==> src/rtl/minn_moving_sum.sv <==
`default_nettype none
// ============================================================================
//  Module   : minn_moving_sum
//  Purpose  : Sliding-window accumulator for the Minn timing metric. Keeps the
//             running sum of the last WINDOW accepted samples by adding each
//             fresh sample x[n] and subtracting the delayed sample
//             x[n-WINDOW] supplied by the upstream delay line. Emits one
//             full-precision sum per accepted sample once the window is full
//             and raises a sticky flag if the fresh and delayed streams
//             disagree about alignment.
//
//  Ports    : clk        - rising-edge clock
//             rst_n      - asynchronous active-low reset
//             clear      - synchronous restart (window, pipeline, error flag)
//             in_valid   - fresh sample strobe
//             in_data    - fresh sample x[n], signed WIDTH
//             dly_valid  - delayed sample strobe (delay line out_valid)
//             dly_data   - delayed sample x[n-WINDOW], signed WIDTH
//             out_valid  - one-cycle strobe per accepted sample, window full
//             out_sum    - signed OUT_WIDTH sum of the last WINDOW samples
//             out_full   - WINDOW samples accepted since reset/clear
//             err_align  - sticky alignment error
//
//  Revision : 1.0 - initial release
// ============================================================================
module minn_moving_sum #(
    parameter  int WIDTH     = 16,
    parameter  int WINDOW    = 64,
    localparam int OUT_WIDTH = WIDTH + $clog2(WINDOW) + 1
) (
    input  logic                        clk,
    input  logic                        rst_n,
    input  logic                        clear,
    input  logic                        in_valid,
    input  logic signed [WIDTH-1:0]     in_data,
    input  logic                        dly_valid,
    input  logic signed [WIDTH-1:0]     dly_data,
    output logic                        out_valid,
    output logic signed [OUT_WIDTH-1:0] out_sum,
    output logic                        out_full,
    output logic                        err_align
);

    localparam int                CNT_W    = $clog2(WINDOW + 1);
    localparam int                EXT_W    = OUT_WIDTH - WIDTH - 1;
    localparam logic [CNT_W-1:0]  FULL_CNT = CNT_W'(WINDOW);
    localparam logic [CNT_W-1:0]  LAST_CNT = CNT_W'(WINDOW - 1);

    // Stage 1: difference, its valid, and whether it will produce an output
    logic signed [WIDTH:0]      diff_q,      diff_d;
    logic                       s1_valid_q,  s1_valid_d;
    logic                       s1_emit_q,   s1_emit_d;
    // Fill tracking
    logic [CNT_W-1:0]           fill_cnt_q,  fill_cnt_d;
    // Stage 2: accumulator and output flags
    logic signed [OUT_WIDTH-1:0] acc_q,      acc_d;
    logic                       out_valid_q, out_valid_d;
    logic                       out_full_q,  out_full_d;
    logic                       err_q,       err_d;

    logic                       w_accept;
    logic                       w_at_full;
    logic signed [WIDTH:0]      w_in_ext;
    logic signed [WIDTH:0]      w_dly_ext;
    logic                       w_err_event;

    assign w_accept  = in_valid & ~clear;
    assign w_at_full = (fill_cnt_q == FULL_CNT);
    assign w_in_ext  = {in_data[WIDTH-1], in_data};
    assign w_dly_ext = dly_valid ? {dly_data[WIDTH-1], dly_data} : '0;

    // (a) delayed strobe on a bubble, (b) delayed strobe before the window
    // has filled, (c) missing delayed strobe once the window is full.
    assign w_err_event = (dly_valid & ~in_valid)
                       | (w_accept &  dly_valid & ~w_at_full)
                       | (w_accept & ~dly_valid &  w_at_full);

    always_comb begin
        diff_d      = diff_q;
        s1_valid_d  = 1'b0;
        s1_emit_d   = 1'b0;
        fill_cnt_d  = fill_cnt_q;
        acc_d       = acc_q;
        out_valid_d = 1'b0;
        // Registered from the count so it rises together with the first
        // out_valid, one edge after the WINDOW-th sample is accepted.
        out_full_d  = w_at_full;
        err_d       = err_q | w_err_event;

        if (w_accept) begin
            diff_d     = w_in_ext - w_dly_ext;
            s1_valid_d = 1'b1;
            // This sample completes the window or arrives after it filled.
            s1_emit_d  = w_at_full | (fill_cnt_q == LAST_CNT);
            if (!w_at_full) begin
                fill_cnt_d = fill_cnt_q + 1'b1;
            end
        end

        if (s1_valid_q) begin
            acc_d       = acc_q + {{EXT_W{diff_q[WIDTH]}}, diff_q};
            out_valid_d = s1_emit_q;
        end

        // Clear wins over everything, including the sample in flight.
        if (clear) begin
            diff_d      = '0;
            s1_valid_d  = 1'b0;
            s1_emit_d   = 1'b0;
            fill_cnt_d  = '0;
            acc_d       = '0;
            out_valid_d = 1'b0;
            out_full_d  = 1'b0;
            err_d       = 1'b0;
        end
    end

    always_ff @(posedge clk or negedge rst_n) begin
        if (!rst_n) begin
            diff_q      <= '0;
            s1_valid_q  <= 1'b0;
            s1_emit_q   <= 1'b0;
            fill_cnt_q  <= '0;
            acc_q       <= '0;
            out_valid_q <= 1'b0;
            out_full_q  <= 1'b0;
            err_q       <= 1'b0;
        end else begin
            diff_q      <= diff_d;
            s1_valid_q  <= s1_valid_d;
            s1_emit_q   <= s1_emit_d;
            fill_cnt_q  <= fill_cnt_d;
            acc_q       <= acc_d;
            out_valid_q <= out_valid_d;
            out_full_q  <= out_full_d;
            err_q       <= err_d;
        end
    end

    assign out_valid = out_valid_q;
    assign out_sum   = acc_q;
    assign out_full  = out_full_q;
    assign err_align = err_q;

endmodule
`default_nettype wire

==> config.mk <==
export PLATFORM = sky130hd
export DESIGN_NAME = minn_moving_sum
export DESIGN_NICKNAME = d
export VERILOG_FILES = /design/src/rtl/minn_moving_sum.sv
export SDC_FILE = /design/constraint.sdc
export NUM_CORES = 1
export LEC_CHECK = 0
export CAP_MARGIN = 20
export CORE_AREA = 2 2 69 120
export DETAILED_ROUTE_END_ITERATION = 6
export DIE_AREA = 0 0 71 122
export PLACE_DENSITY_LB_ADDON = 0.05
export SLEW_MARGIN = 30
export SYNTH_ARGS = -nofsm -noshare
export SYNTH_HDL_FRONTEND = slang
export SYNTH_SLANG_ARGS = --single-unit
==> constraint.sdc <==
create_clock -name clk -period 3.8 [get_ports clk]
set_input_delay 0.76 -clock clk [delete_from_list [all_inputs] [get_ports clk]]
set_output_delay 0.76 -clock clk [all_outputs]
set_load 0.05 [all_outputs]
==> results.md <==
- Worst Skew: 6.93 ps
- Final setup TNS: 0 ps
- Hpwl dp: 7.88 mm
- Req. time, crit path: 3980 ps
- Final setup violation count: 0
- Slew @ Worst Pin: 713 ps
- Initial antenna violation count: 0
- Register area: 1300 um^2
- Distinct cells, synth: 55
- Finished Layout Cells: 622
- Row cnt: 43
- Die width: 71 um
- Fmax: 309 MHz
- Final Hold Viols: 0
- Starting Density: 0.524
- Setup bufs post-CTS: 0
- Hold Crit Endpoint: out_valid
- Post-synthesis net count: 549
- Synthesis-to-layout area growth: 21.5%
- Slew Viols, Final: 0
- Synthesis Warnings: 0
- HP Start: s1_emit_q
- Crit share post-route: 0.851
- Gr ovfl total: 0
- Area occupied by multi-input gates: 2660 um^2
- Final #Nets: 610
- Power per cell area: 323 nW/um^2
- First-pass GRT wire length: 16.7 mm
- Die area: 8660 um^2
- Clk buf depth: 2
- Mapped Area: 4090 um^2
- CTS Hold Bufs: 0
- Worst-Skew Late Latency: 290 ps
- Post-route cell area: 4970 um^2
- Routability congestion estimate: 0.940
- Sink Count: 52
- I/O pins: 63
- Power Total: 1.60 mW
- Fin worst setup slack: 567 ps
- Status: finished clean
- Cell count of the worst reg-to-reg path: 9
- WHS Path Cells: 1
- Async set or reset register ratio after synthesis: 1.00
- Vias in the first global route: 3699
- P_leak: 2.30 nW
- Largest net degree at the start of global routing: 32
- Clk root buf: clkbuf_16
- Placed Instances: 614
- Share of cells above drive strength 1: 0.0451
- Layout Utilization: 0.637
- Post-Syn Instances: 470
- Pre-CTS setup slack: 332 ps
- FF-to-FF Start: out_sum[0]
- Hold Path Class: reg -> reg
- RSZ-0062 raised after global routing: no
- Worst R2R End: out_sum[22]
- Post-DRT Antenna Nets: 0
- Crit end category: flop
- Fillers: 684
- Synth top area share: 0.318
- Post-synth EDFFs: 0
- Crit path DAT: 3410 ps
- Syn avg cell area: 8.70 um^2
- Sequential element share of the synthesized area: 0.318
- Cell taking the most area after synthesis: dfrtp_1
- Worst vdd ir: 0.000279 V
- Post-cts resize count: 0
- R2r setup slk: 570 ps
- Core ar.: 7800 um^2
- Routed wire length: 9.89 mm
- GRT Util Overall: 0.241
- # diodes: 0
- Top FF cell, synth: dfrtp_1
- DRC: 0
- Rel. slew slack: 0.525
- Startpoint Class: flop
- FF+latch count, synth: 52
- CTS H-tree lvls: 2
- Worst setup path class: reg -> reg
- Post-DR vias/cell: 5.87
- PortBufs: 62
- Highest fanout seen on the critical path: 3
- Hold Slack: 448 ps
- Avg WL per Cell: 15.9 um
- Max cap viols: 0
- Clk pin slew, worst setup/hold paths: 70 ps
- First drt pass iteration count: 4
- DP Area: 4800 um^2
- Clock period minus worst slack: 3230 ps
- Die height: 122 um
- Initial DRC Count: 215
- CTS Buf Count: 5
- Via count: 3651
- TritonCTS clock tree: built
- Synth top area cells: dfrtp_1 32%, ha_1 12%, nor2_1 5.3%, mux2i_1 4.9%, a21oi_1 4.5%
sequential cells by signal, indices dropped and copies added (netlist names):
name / flops
s1_emit_q: 1
err_align: 1
s1_valid_q: 1
out_valid: 1
diff_q: 17
out_full: 1
out_sum: 23
fill_cnt_q: 7
worst max-delay path by stage:
| stage | startpoint | to | slack, ps | cells past startpoint |
|---|---|---|---|---|
| floorplan | dly_valid | diff_q[15] | 680 | 11 |
| global placement | dly_valid | diff_q[15] | 420 | 11 |
| detailed placement | dly_valid | diff_q[15] | 330 | 11 |
| CTS | out_sum[0] | out_sum[22] | 500 | 9 |
| global route | out_sum[0] | out_sum[22] | 390 | 9 |
| finish | out_sum[0] | out_sum[22] | 570 | 9 |
cells in the mapped netlist (3+ instances only):
cell	number
xor2_1	14
nor4b_1	3
nand2_1	38
or3_1	6
o21a_1	3
nand4_1	8
mux2i_1	20
o21ai_0	28
nor3_1	6
nand2b_1	3
xnor2_1	17
o21bai_1	4
a22o_1	6
nor2b_1	7
a211oi_2	3
dfrtp_1	52
ha_1	40
clkbuf_1	8
a31oi_1	4
nand3b_1	5
inv_1	20
a21oi_1	37
a211oi_1	4
a211o_1	4
nand3_1	11
buf_1	5
a32o_1	4
and2_1	4
o211ai_1	5
nor2_1	58
a21o_1	11
layer usage:
layer  vias to the layer above  part of all wire  wire length, um  GRT usage
met5                         -                 0                0          0
met2                        69              0.57             5620      0.460
met1                      1739              0.38             3730      0.265
met3                        23             0.022              216     0.0248
li1                       1820                 -                -          -
met4                         0             0.032              319      0.100
report_power, final:
part / internal, mW / switching [mW]
Combinational: 0.199 / 0.271
Clock: 0.310 / 0.207
Sequential: 0.587 / 0.0296
Total: 1.10 / 0.507
placed cells by master, fill, tap and decap left out, drive strengths merged, types with 6 or more instances in the layout:
| master | instances |
|---|---|
| a22o | 6 |
| a211oi | 7 |
| nand4 | 8 |
| nand2 | 39 |
| nor3 | 6 |
| inv | 20 |
| xnor2 | 17 |
| ha | 40 |
| xor2 | 14 |
| o21ai | 30 |
| dfrtp | 52 |
| mux2i | 20 |
| a21oi | 37 |
| a21o | 11 |
| nor2b | 7 |
| nor2 | 58 |
| clkdlybuf4s50 | 60 |
| nand3 | 11 |
| or3 | 6 |
| buf | 7 |
cell type report:
| type | instances | area share |
|---|---|---|
| Tap cell | 90 | 0.0227 |
| Multi-Input combinational cell | 384 | 0.535 |
| Clock inverter | 3 | 0.00856 |
| Clock buffer | 5 | 0.0252 |
| Timing Repair Buffer | 67 | 0.130 |
| Inverter | 21 | 0.0159 |
| Sequential cell | 52 | 0.262 |
critical path, cell delays in order, from the launching register on:
cell	delay [ps]
dfrtp_1	400
ha_1	260
fa_1	460
a211oi_2	270
o21ai_0	200
a21oi_1	300
a31oi_1	240
a31oi_1	390
mux2i_1	250
mux2_2	350
cell families after synthesis:
| family | count (synthesis) | synth area share |
|---|---|---|
| AO/OA/AOI/OAI | 129 | 0.210 |
| buffers and inverters | 34 | 0.0312 |
| flip-flops | 52 | 0.318 |
| AND/OR/NAND/NOR | 161 | 0.190 |
| XOR/XNOR | 31 | 0.0664 |
| adder cells (fa/ha/maj) | 42 | 0.132 |
| multiplexers | 21 | 0.0517 |
Note: power is estimated with default switching activity, not from simulation.
